<file path="config.mk">
export PLATFORM = sky130hd
export DESIGN_NAME = ttl374_bus_sequencer
export DESIGN_NICKNAME = d
export VERILOG_FILES = /design/src/rtl/ttl374_seq_pkg.sv /design/src/rtl/ttl374_bus_sequencer_rr_arbiter.sv /design/src/rtl/ttl374_bus_sequencer.sv
export SDC_FILE = /design/constraint.sdc
export NUM_CORES = 1
export LEC_CHECK = 0
export CORE_AREA = 2 2 63 65
export CTS_CLUSTER_DIAMETER = 40
export DETAILED_ROUTE_END_ITERATION = 12
export DIE_AREA = 0 0 65 67
export GPL_ROUTABILITY_DRIVEN = 1
export PLACE_DENSITY = 0.65
export SYNTH_ARGS = -nofsm -noshare
export SYNTH_HDL_FRONTEND = slang
export SYNTH_SLANG_ARGS = --single-unit
</file>
<file path="constraint.sdc">
create_clock -name clock_i -period 2.9 [get_ports clock_i]
set_clock_uncertainty 0.1 [all_clocks]
set_input_delay 0.58 -clock clock_i [delete_from_list [all_inputs] [get_ports clock_i]]
set_output_delay 0.58 -clock clock_i [all_outputs]
set_load 0.005 [all_outputs]
</file>
<file path="src/rtl/ttl374_seq_pkg.sv">
// ttl374_seq_pkg
//   Shared definitions for the '374 bus sequencer:
//     seq_state_e - sequencer FSM encoding
//     MAX_NREG    - largest register bank the sequencer supports
//     OE_N_RESET  - idle/reset level of the OE_n lines (nobody drives)
package ttl374_seq_pkg;

    typedef enum logic [1:0] {
        ST_IDLE  = 2'd0,
        ST_WRITE = 2'd1,
        ST_TURN  = 2'd2,
        ST_DRIVE = 2'd3
    } seq_state_e;

    localparam int MAX_NREG = 8;

    localparam logic [MAX_NREG-1:0] OE_N_RESET = '1;

endpackage

</file>
<file path="src/rtl/ttl374_bus_sequencer_rr_arbiter.sv">
// rr_arbiter
//   Combinational round-robin picker for the read requests.
//   Ports:
//     req_i   - request vector, one bit per register
//     ptr_i   - index where the search starts (wraps at NREG)
//     gnt_o   - one-hot grant of the first requester found from ptr_i
//     valid_o - high when any request is present
module rr_arbiter
    import ttl374_seq_pkg::*;
#(
    parameter int NREG = 4
) (
    input  logic [NREG-1:0]         req_i,
    input  logic [$clog2(NREG)-1:0] ptr_i,
    output logic [NREG-1:0]         gnt_o,
    output logic                    valid_o
);

    localparam int PW = $clog2(NREG);

    logic [PW-1:0] idx;

    always_comb begin
        gnt_o   = '0;
        valid_o = 1'b0;
        idx     = '0;
        for (int k = 0; k < NREG; k++) begin
            idx = PW'((int'(ptr_i) + k) % NREG);
            if (!valid_o && req_i[idx]) begin
                gnt_o[idx] = 1'b1;
                valid_o    = 1'b1;
            end
        end
    end

endmodule

</file>
<file path="src/rtl/ttl374_bus_sequencer.sv">
// ttl374_bus_sequencer
//   Owns OE_n and CK of a bank of 74374 registers sharing one tri-state bus.
//   Writes (fixed priority, lowest index) become single-cycle CK strobes;
//   reads are granted round-robin and always pass through a bus-turnaround
//   gap so that at most one register drives the bus at any time.
//   Ports:
//     clock_i    - system clock, rising edge
//     reset_i    - synchronous, active high
//     rd_req_i   - level read requests, held until rd_done_o[i]
//     wr_req_i   - level write requests, held until wr_done_o[i]
//     oe_n_o     - OE_n per register, active low, at most one low
//     ck_o       - CK per register, one-cycle strobe
//     rd_gnt_o   - one-hot, high while register i drives
//     rd_done_o  - pulse in the last drive cycle
//     wr_done_o  - pulse coincident with ck_o
//     busy_o     - high whenever the FSM is not IDLE
//
//   state  | meaning
//   IDLE   | arbitrate; writes beat reads
//   WRITE  | ck/wr_done strobe for one cycle
//   TURN   | all OE_n high for TURN_CYCLES; abort if the read request drops
//   DRIVE  | selected OE_n low for DRIVE_CYCLES, rd_done in the last one
module ttl374_bus_sequencer
    import ttl374_seq_pkg::*;
#(
    parameter int NREG         = 4,
    parameter int TURN_CYCLES  = 1,
    parameter int DRIVE_CYCLES = 2
) (
    input  logic            clock_i,
    input  logic            reset_i,
    input  logic [NREG-1:0] rd_req_i,
    input  logic [NREG-1:0] wr_req_i,
    output logic [NREG-1:0] oe_n_o,
    output logic [NREG-1:0] ck_o,
    output logic [NREG-1:0] rd_gnt_o,
    output logic [NREG-1:0] rd_done_o,
    output logic [NREG-1:0] wr_done_o,
    output logic            busy_o
);

    localparam int PW      = $clog2(NREG);
    localparam int CNT_MAX = (TURN_CYCLES > DRIVE_CYCLES) ? TURN_CYCLES : DRIVE_CYCLES;
    localparam int CW      = $clog2(CNT_MAX + 1);
    localparam logic [NREG-1:0] ONE_HOT0 = NREG'(1);
    localparam logic [NREG-1:0] OE_IDLE  = OE_N_RESET[NREG-1:0];

    seq_state_e      state_q;
    logic [CW-1:0]   cnt_q;
    logic [PW-1:0]   ptr_q;
    logic [PW-1:0]   sel_q;
    logic [NREG-1:0] oe_n_q;
    logic [NREG-1:0] ck_q;
    logic [NREG-1:0] rd_gnt_q;
    logic [NREG-1:0] rd_done_q;
    logic [NREG-1:0] wr_done_q;
    logic            busy_q;

    logic [NREG-1:0] wr_gnt_d;
    logic [NREG-1:0] rd_gnt_d;
    logic            rd_valid_d;
    logic [PW-1:0]   rd_idx_d;
    logic [NREG-1:0] sel_oh_d;
    logic [PW-1:0]   ptr_d;

    // Isolate the lowest set bit: fixed-priority write grant.
    assign wr_gnt_d = wr_req_i & (~wr_req_i + ONE_HOT0);

    rr_arbiter #(
        .NREG (NREG)
    ) u_rr_arbiter (
        .req_i   (rd_req_i),
        .ptr_i   (ptr_q),
        .gnt_o   (rd_gnt_d),
        .valid_o (rd_valid_d)
    );

    always_comb begin
        rd_idx_d = '0;
        for (int i = 0; i < NREG; i++) begin
            if (rd_gnt_d[i]) begin
                rd_idx_d = PW'(i);
            end
        end
    end

    assign sel_oh_d = ONE_HOT0 << sel_q;
    assign ptr_d    = (sel_q == PW'(NREG - 1)) ? '0 : sel_q + PW'(1);

    always_ff @(posedge clock_i) begin
        if (reset_i) begin
            state_q   <= ST_IDLE;
            cnt_q     <= '0;
            ptr_q     <= '0;
            sel_q     <= '0;
            oe_n_q    <= OE_IDLE;
            ck_q      <= '0;
            rd_gnt_q  <= '0;
            rd_done_q <= '0;
            wr_done_q <= '0;
            busy_q    <= 1'b0;
        end else begin
            // Strobes default low; each state raises them for exactly one cycle.
            ck_q      <= '0;
            wr_done_q <= '0;
            rd_done_q <= '0;
            case (state_q)
                ST_IDLE: begin
                    if (|wr_req_i) begin
                        state_q   <= ST_WRITE;
                        ck_q      <= wr_gnt_d;
                        wr_done_q <= wr_gnt_d;
                        busy_q    <= 1'b1;
                    end else if (rd_valid_d) begin
                        state_q <= ST_TURN;
                        sel_q   <= rd_idx_d;
                        cnt_q   <= CW'(TURN_CYCLES);
                        busy_q  <= 1'b1;
                    end
                end
                ST_WRITE: begin
                    state_q <= ST_IDLE;
                    busy_q  <= 1'b0;
                end
                ST_TURN: begin
                    if (!rd_req_i[sel_q]) begin
                        // Requester withdrew before the bus was driven.
                        state_q <= ST_IDLE;
                        busy_q  <= 1'b0;
                    end else if (cnt_q == CW'(1)) begin
                        state_q  <= ST_DRIVE;
                        cnt_q    <= CW'(DRIVE_CYCLES);
                        oe_n_q   <= ~sel_oh_d;
                        rd_gnt_q <= sel_oh_d;
                        ptr_q    <= ptr_d;
                        if (DRIVE_CYCLES == 1) begin
                            rd_done_q <= sel_oh_d;
                        end
                    end else begin
                        cnt_q <= cnt_q - CW'(1);
                    end
                end
                ST_DRIVE: begin
                    if (cnt_q == CW'(1)) begin
                        state_q  <= ST_IDLE;
                        oe_n_q   <= OE_IDLE;
                        rd_gnt_q <= '0;
                        busy_q   <= 1'b0;
                    end else begin
                        cnt_q <= cnt_q - CW'(1);
                        // Next cycle is the last drive cycle.
                        if (cnt_q == CW'(2)) begin
                            rd_done_q <= sel_oh_d;
                        end
                    end
                end
                default: begin
                    state_q  <= ST_IDLE;
                    oe_n_q   <= OE_IDLE;
                    rd_gnt_q <= '0;
                    busy_q   <= 1'b0;
                end
            endcase
        end
    end

    assign oe_n_o    = oe_n_q;
    assign ck_o      = ck_q;
    assign rd_gnt_o  = rd_gnt_q;
    assign rd_done_o = rd_done_q;
    assign wr_done_o = wr_done_q;
    assign busy_o    = busy_q;

endmodule
</file>
* Word-level counts from Yosys, hierarchy flattened
Cells that the tools add are included.
W data, S select, Z words.
** Operators by class
- Add/sub/neg operators :: 6
- $lt $le $gt $ge :: 9
- Eq/ne operators :: 15
- Shifts and indexed selects :: 1
- Multiplexer cells :: 55
- Bitwise operators :: 10
- Reductions and logical operators :: 22
** Operator list (number)
- $mux W4 :: 10
- $mux W2 :: 13
- $mux W1 :: 18
- $pmux W4 S2 :: 2
- $lt A2 B3 Y1 const B :: 5
- $ne A2 B2 Y1 const B :: 7
- $or A4 B4 Y4 :: 3
- $reduce_and A3 Y1 :: 4
- $bmux W1 S2 :: 5
- $demux W1 S2 :: 4
- $eq A2 B2 Y1 const B :: 4
- $ge A2 B1 Y1 const B :: 4
- $not A4 Y4 :: 2
- $pmux W2 S4 :: 1
- $reduce_or A4 Y1 :: 2
- $logic_and A1 B1 Y1 :: 7
- $ne A3 B3 Y1 const B :: 2
- $pmux W2 S3 :: 1
- $reduce_and A5 Y1 :: 1
- $add A2 B1 Y2 const B :: 2
- $add A2 B2 Y2 const B :: 2
- $add A4 B1 Y4 const B :: 1
- $and A4 B4 Y4 :: 1
- $eq A2 B1 Y1 const B :: 2
- 10 further kinds :: 15
** Storage, ports and cells
- Bits in registers :: 25
- Output and inout bits :: 21
- Word-level logic and storage cells :: 127

* Longest topological paths before layout
Gate-level depths: netlist of the first run.
- Word-level depth :: 15
- Depth in mapped cells :: 9
- Depth with buffers taken out :: 7

* By module
Synthesis of the first run repeated with hierarchy kept, for this count alone.
** Unflattened totals
- Cell total of the unflattened synthesis :: 163
- Area total of the unflattened synthesis :: 1530.2 µm²
** Modules (own cells, without submodules)
- ttl374_bus_sequencer :: instances 1, cells each 101, area an instance 1036.0 µm²
- rr_arbiter :: instances 1, cells each 62, area an instance 494.2 µm²

* Least setup slack after synthesis of the first run
OpenSTA, ideal clock, no wires.
- Kind :: register to register
- From :: register ptr_q[0]
- To :: register sel_q[0]
- Setup time :: 86 ps
- Arrival :: 2145 ps
- Required time :: 2714 ps
- Setup slack :: 569 ps
- Stages on the path, launching flop included :: 10
- Path buffers :: 2
- Path through :: dfxtp_1 > buf_6 > inv_1 > ha_1 > mux4_2 > or3_1 > buf_6 > nor2_2 > o221ai_2 > a221oi_2
** Between the ends
- Word-level cells in the longest chain between the ends :: 15
- Elaborated cells on any way between the ends :: 52
- Classes of those cells :: 3 x add/sub; 8 x order compare; 27 x mux; 3 x bitwise; 11 x reduce/logical
** RTL lines
- start: declaration :: line ttl374_bus_sequencer.sv:50 : logic [PW-1:0] ptr_q;
- start signal: assignment :: line ttl374_bus_sequencer.sv:135 : ptr_q <= ptr_d;
- parallel branches: the longest is 15 deep, another holds $lt A2 B3 Y1
- end signal: assignment :: line ttl374_bus_sequencer.sv:116 : sel_q <= rd_idx_d;
- end: declaration :: line ttl374_bus_sequencer.sv:51 : logic [PW-1:0] sel_q;
Several ways; the timed one is not identified. The select of a mux whose other input is x is not followed.
A chain may end at the register's enable or synchronous reset.

* Final worst setup path of the first run
- From :: input port rd_req_i[1]
- To :: register cnt_q[0]
** Between the ends
- Word-level cells in the longest chain between the ends :: 14
- Elaborated cells on any way between the ends :: 23
- Classes of those cells :: 2 x eq/ne; 14 x mux; 7 x reduce/logical
** RTL lines
- start: declaration :: line ttl374_bus_sequencer.sv:32 : input logic [NREG-1:0] rd_req_i,
- $bmux W1 S2 :: line ttl374_bus_sequencer_rr_arbiter.sv:29 : if (!valid_o && req_i[idx]) begin
- $mux W1 (implied by the code) :: line ttl374_bus_sequencer_rr_arbiter.sv:29
- $mux W1 :: line ttl374_bus_sequencer_rr_arbiter.sv:29
- $logic_not A1 Y1 :: line ttl374_bus_sequencer_rr_arbiter.sv:29
- $logic_and A1 B1 Y1 :: line ttl374_bus_sequencer_rr_arbiter.sv:29
- $mux W1 :: line ttl374_bus_sequencer_rr_arbiter.sv:29
- $logic_not A1 Y1 :: line ttl374_bus_sequencer_rr_arbiter.sv:29
- $logic_and A1 B1 Y1 :: line ttl374_bus_sequencer_rr_arbiter.sv:29
- $mux W1 :: line ttl374_bus_sequencer_rr_arbiter.sv:29
- $logic_not A1 Y1 :: line ttl374_bus_sequencer_rr_arbiter.sv:29
- $logic_and A1 B1 Y1 :: line ttl374_bus_sequencer_rr_arbiter.sv:29
- $mux W1 :: line ttl374_bus_sequencer_rr_arbiter.sv:29
- $ne A2 B2 Y1 (no line)
- $reduce_and A5 Y1 (no line) (*)
- end signal: assignment :: line ttl374_bus_sequencer.sv:117 : cnt_q <= CW'(TURN_CYCLES);
- end signal: assignment :: line ttl374_bus_sequencer.sv:132 : cnt_q <= CW'(DRIVE_CYCLES);
- end signal: assignment :: line ttl374_bus_sequencer.sv:140 : cnt_q <= cnt_q - CW'(1);
- end: declaration :: line ttl374_bus_sequencer.sv:49 : logic [CW-1:0] cnt_q;
Mark *: on every way between the ends. The rest lies on a longest branch, timed or not. The select of a mux whose other input is x is not followed.

==> impl_metrics.yaml, run 1 <==
routing:
  routed_wl_mm: 2.95
  drt_pass1_iterations: 4
  vias: 1168
  post-route-drc-count: 0
  met1_length_mm: 1.27
  routed_via_density: 5.15
  final_antenna_net_count: 0
  wl_per_cell_um: 13.0
  drt_iter0_markers: 56
  route.met2.wl_mm: 1.55
  met3_length_um: 130
  maxUsedRoutingLayer: "met3"
sta:
  grt_setup_unrepaired: "no"
  setup_slack_ns: 0.334
  tns_ns: 0
  worst_pin_slew_ns: 0.647
  hold_violations: 0
  finalMaxSlewViolations: 0
  fin_crit_sh: 0.885
  timing.slew.headroom: 0.567
  setup_viol: 0
  max_freq_mhz: 390
  period_needed_ns: 2.57
cells_and_area:
  fin_util: 0.499
  area_growth_pct: 27.1
  ff_latch_area_um2: 500
  multi_input_area_um2: 800
  fill_cells: 336
  final_layout_size_suffix_gt1_frac: 0.112
  num_antenna_cells: 0
  finalNetCount: 203
outcome:
  status: "finished clean"
floorplan:
  die_h_um: 67
  die_x_um: 65
  initial_core_util: 0.393
  io-pin-count: 31
  coreArea_um2: 3610
  rows: 22
  die-area_um2: 4360
worst_hold_path:
  whs_path_depth: 2
  hold_class: "register to register"
grt:
  grt_overflow: 0
  track_usage: 0.144
  grt_pass1_vias: 1118
  grt_pass1_wl_mm: 4.87
  grt_max_degree: 15
  antenna_found_initial: 0
logic_synthesis:
  synthTopCellsByArea: "dfxtp_1 (35%), ha_1 (11%), mux4_2 (6.4%), nor2_1 (4.8%), inv_1 (3.7%)"
  syn-num-nets: 171
  synth_seq_cells: 25
  yosys_most_used_dff: "dfxtp_1"
  synth_edf_count: 0
  synth_top_cell_area_share: 0.353
  synth_top_cell_by_area: "dfxtp_1"
  yosys_warnings: 0
  synthArstFlopShare: 0
  synth_cell_types: 39
  syn_area_um2: 1420
  syn_area_per_cell_um2: 9.57
  yosysMostFrequentCell: "dfxtp_1"
  syn-instance-count: 148
  synth_top_cells_by_count: "dfxtp_1 (25), nor2_1 (18), inv_1 (14)"
  seq_area_frac_synth: 0.353
cts:
  clock-sinks: 25
  cts_tree: "done"
  post_cts.repair.setup_buffers: 0
  root_buffer: "clkbuf_8"
  h-tree-depth: 1
  max-clock-path-buffers: 2
  ctsHoldBuffers: 0
  cts.clk_slew.worst_paths_ns: 0.08
  worstSkewPairLatency_ns: 0.27
  tritoncts.num_buffers: 3
  cts_resized: 0
power:
  power_density_nw_per_um2: 357
  leakagePower_nw: 0.653
  ir_drop_mv: 0.207
  total_power_w: 0.000643
placed_design:
  port_buffers: 30
  place_ws_ns: 0.0521
  dpl.hpwl_mm: 2.37
  place_congestion: 0.878
worst_setup_path:
  slowest_delay_ns: 0.54
  cp.required_ns: 2.96
  crit_chain: "clkdlybuf4s50_1 -> mux4_2 -> or3_1 -> nor3_4 -> o21ai_1 -> o311a_1"
  start_kind: "input port"
  end_kind: "register"
  critPathKind: "input port to register"
  critPathSlowestCell: "mux4_2"
  crit_fanout: 6
  worstPathArrival_ns: 2.63
  reg2reg_depth: 7
run:
  maxCapViolCount: 0
[routing by layer]
| metal | global-route usage | vias up |
|---|---|---|
| li1 | - | 579 |
| met1 | 0.166 | 564 |
| met2 | 0.264 | 25 |
| met3 | 0.0355 | 0 |
| met4 | 0.0346 | 0 |
| met5 | 0 | - |
[path summary, 6_finish.rpt]
check | startpoint | slack (ns) | endpoint
max reg2reg | ptr_q[0]$_SDFFE_PP0P_ | 0.54 | sel_q[1]$_SDFFE_PP0P_
min reg2reg | oe_n_o[2]$_SDFFE_PP1P_ | 0.38 | oe_n_o[2]$_SDFFE_PP1P_
min | oe_n_o[2]$_SDFFE_PP1P_ | 0.38 | oe_n_o[2]$_SDFFE_PP1P_
max | rd_req_i[1] | 0.33 | cnt_q[0]$_SDFFE_PP0P_
[critical path, delay by kind of cell]
kind	cells	cell delay (ns)
buffers and inverters	1	0.47
AND/OR/NAND/NOR	2	0.79
AO/OA/AOI/OAI	2	0.24
multiplexers	1	0.54
[cell families after synthesis]
family,Yosys count,synth area share
AND/OR/NAND/NOR,48,0.169
AO/OA/AOI/OAI,31,0.178
flip-flops,25,0.353
buffers and inverters,23,0.0822
adder cells (fa/ha/maj),13,0.115
multiplexers,8,0.103
[flip-flops by register name, summed over array words and instances (netlist names)]
| name | flops |
|---|---|
| busy_o | 1 |
| cnt_q | 2 |
| oe_n_o | 4 |
| ptr_q | 2 |
| rd_done_o | 4 |
| rd_gnt_o | 4 |
| sel_q | 2 |
| state_q | 2 |
| wr_done_o | 4 |
[metrics by stage]
stage / instances / cell area, µm² / hold slack [ns]
floorplan: 148 / 1420 / 0.357
global placement: 223 / 1750 / 0.355
detailed placement: 223 / 1750 / 0.368
CTS: 227 / 1800 / 0.389
global route: 227 / 1800 / 0.413
finish: 227 / 1800 / 0.381
[cell type report]
cell class	instances	area share
multi-input cells	100	0.444
flip-flops and latches	25	0.278
clock inverters	1	0.00278
well taps	48	0.0334
inverters	15	0.0313
repair buffers	35	0.188
clock buffers	3	0.0229
[power breakdown]
part           internal, W  switching [W]  total [W]
Combinational    0.0000444      0.0000396  0.0000840
Clock            0.0000959       0.000105   0.000201
Sequential        0.000350     0.00000826   0.000358
[placed cells by master (no fill, tap or decap), types with 2 or more instances in the layout]
cell type | netlist | final
clkdlybuf4s50_1 | 0 | 30
dfxtp_1 | 25 | 25
nor2_1 | 18 | 18
inv_1 | 14 | 14
ha_1 | 13 | 13
nand2_1 | 11 | 11
a21oi_1 | 6 | 6
nor3_1 | 5 | 5
buf_4 | 4 | 5
mux4_2 | 4 | 4
a22oi_1 | 4 | 4
o2bb2ai_1 | 4 | 4
mux2i_1 | 3 | 3
o21ai_1 | 3 | 3
nand3b_1 | 3 | 3
clkbuf_8 | 0 | 3
o211ai_1 | 2 | 2
or3_1 | 2 | 2
o21a_1 | 2 | 2
a221oi_2 | 2 | 2
Note: power is estimated with default switching activity, not from simulation.
==> run 2: changes to the inputs <==
--- a/config.mk
+++ b/config.mk
@@ -5,12 +5,15 @@
 export SDC_FILE = /design/constraint.sdc
 export NUM_CORES = 1
 export LEC_CHECK = 0
+export CAP_MARGIN = 40
 export CORE_AREA = 2 2 63 65
 export CTS_CLUSTER_DIAMETER = 40
 export DETAILED_ROUTE_END_ITERATION = 12
 export DIE_AREA = 0 0 65 67
 export GPL_ROUTABILITY_DRIVEN = 1
+export MAX_ROUTING_LAYER = met4
 export PLACE_DENSITY = 0.65
+export REMOVE_ABC_BUFFERS = 1
 export SYNTH_ARGS = -nofsm -noshare
 export SYNTH_HDL_FRONTEND = slang
 export SYNTH_SLANG_ARGS = --single-unit
==> run 2 against run 1 <==
  * Sequential share of layout area about the same
  * Fmax up 0.30%
  * Wire length is 1.3% higher
  * Non-clock buffer count did not move
  * Global-route usage grew 1.2 points
  * Register-to-register slack better by 0.03 ns
  * Flip-flop and latch count unchanged
  * First-iteration DRC count is 14% higher
  * Sequential power about the same
==> impl_metrics.yaml, run 2 (synthesis results as in run 1) <==
cts:
  post_cts.repair.setup_buffers: 0
  cts_tree: "done"
  clock-sinks: 25
  h-tree-depth: 1
  cts_resized: 0
  root_buffer: "clkbuf_8"
  tritoncts.num_buffers: 3
  max-clock-path-buffers: 2
  ctsHoldBuffers: 0
  cts.clk_slew.worst_paths_ns: 0.08
  worstSkewPairLatency_ns: 0.26
sta:
  tns_ns: 0
  period_needed_ns: 2.56
  max_freq_mhz: 391
  finalMaxSlewViolations: 0
  worst_pin_slew_ns: 0.603
  timing.slew.headroom: 0.597
  fin_crit_sh: 0.882
  setup_viol: 0
  grt_setup_unrepaired: "no"
  hold_violations: 0
placed_design:
  dpl.hpwl_mm: 2.38
  place_congestion: 0.883
  port_buffers: 30
  post_dp_cell_area_um2: 1750
worst_hold_path:
  hold_class: "register to register"
  whs_path_depth: 2
  worstHoldStart: "oe_n_o[2]$_SDFFE_PP1P_"
  hold_end: "oe_n_o[2]$_SDFFE_PP1P_"
power:
  power_density_nw_per_um2: 358
  p_seq_frac: 0.556
  p_int_w: 0.000492
  combPwrFrac: 0.132
  ir_drop_mv: 0.232
  p_sw_w: 0.000153
  clkPwrFrac: 0.312
  netSwitchingFraction: 0.236
  leakagePower_nw: 0.650
floorplan:
  die_h_um: 67
  coreArea_um2: 3610
  die_x_um: 65
  initial_core_util: 0.393
  rows: 22
  io-pin-count: 31
  die-area_um2: 4360
cells_and_area:
  ff_latch_area_um2: 500
  num_antenna_cells: 0
  layout.cells.most_common: "clkdlybuf4s50_1"
  multi_input_area_um2: 800
  fill_cells: 351
  area_growth_pct: 27.0
  final_layout_size_suffix_gt1_frac: 0.106
  fin_util: 0.499
  finalNetCount: 203
  fin_area_um2: 1800
  layout_common_cells: "clkdlybuf4s50_1 (30), dfxtp_1 (25), nor2_1 (18)"
grt:
  grt_max_degree: 14
  grt_pass1_wl_mm: 5.18
  track_usage: 0.156
  grt_overflow: 0
  grt_pass1_vias: 1132
  antenna_found_initial: 0
routing:
  final_antenna_net_count: 0
  vias: 1160
  routed_via_density: 5.11
  drt_iter0_markers: 64
  wl_per_cell_um: 13.1
  drt_pass1_iterations: 4
  post-route-drc-count: 0
  routed_wl_mm: 2.98
worst_setup_path:
  crit_chain: "clkdlybuf4s50_1 -> mux4_2 -> or3_1 -> nor2_2 -> o221ai_2 -> a221oi_2"
  r2r_start: "ptr_q[0]$_SDFFE_PP0P_"
  end_kind: "register"
  reg2reg_depth: 7
  crit_buf_inv: 1
  crit_fanout: 6
  slowest_delay_ns: 0.53
  cp.depth: 6
  critPathKind: "input port to register"
  r2r_end: "sel_q[0]$_SDFFE_PP0P_"
  reg2reg_slack_ns: 0.57
  cp.required_ns: 2.98
  worstPathArrival_ns: 2.64
  critPathSlowestCell: "mux4_2"
  start_kind: "input port"
  cpLargestDelayFamily: "simple AND/OR/NAND/NOR gates"
run:
  maxCapViolCount: 0
outcome:
  status: "finished clean"
run 2: cell count changes in the layout (fill, tap and decap cells not counted):
cell	change
clkbuf_1	+1
clkinv_2	-1
run 2: worst max-delay path by stage:
stage,from,endpoint,slack (ns)
global route,rd_req_i[1],sel_q[0]$_SDFFE_PP0P_,0.25
finish,rd_req_i[1],sel_q[0]$_SDFFE_PP0P_,0.34
CTS,rd_req_i[1],sel_q[0]$_SDFFE_PP0P_,0.33
global placement,rd_req_i[1],sel_q[0]$_SDFFE_PP0P_,0.15
detailed placement,rd_req_i[1],cnt_q[0]$_SDFFE_PP0P_,0.06
floorplan,ptr_q[0]$_SDFFE_PP0P_,sel_q[0]$_SDFFE_PP0P_,0.48
run 2: final cells by class:
type,instances,share of cell area
repair buffers,35,0.188
multi-input cells,100,0.444
clock buffers,4,0.0250
well taps,48,0.0334
flip-flops and latches,25,0.278
inverters,15,0.0313
run 2: per-layer routing:
metal,track usage,routed length (µm),up-vias
li1,-,-,582
met1,0.191,1390,554
met2,0.265,1480,22
met3,0.0304,95,2
met4,0.0372,21,0
met5,-,0,-
run 2: power groups by stage:
stage | logic (W) | clock network (W) | registers [W]
floorplan | 0.0000437 | 0 | 0.000366
global placement | 0.0000823 | 0 | 0.000366
detailed placement | 0.0000847 | 0 | 0.000367
CTS | 0.0000851 | 0.000206 | 0.000359
global route | 0.0000944 | 0.000226 | 0.000360
finish | 0.0000850 | 0.000201 | 0.000359
run 2: per-stage QoR:
| stage | std cells | worst slack (ns) | hold WS [ns] | total power, W |
|---|---|---|---|---|
| final | 227 | 0.342 | 0.372 | 0.000645 |
| after global routing | 227 | 0.250 | 0.410 | 0.000680 |
| after CTS | 227 | 0.329 | 0.377 | 0.000650 |
| after detailed placement | 223 | 0.0550 | 0.357 | 0.000451 |
| after global placement | 223 | 0.146 | 0.361 | 0.000448 |
| after floorplan | 140 | 0.476 | 0.357 | 0.000409 |
run 2: worst register-to-register path, stage by stage, from the launching register on:
cell and delay (ns):
dfxtp_1 0.33, inv_1 0.08, ha_1 0.32, mux4_2 0.29, or3_1 0.30, a21oi_1 0.07
a2111oi_1 0.56, a221oi_2 0.14
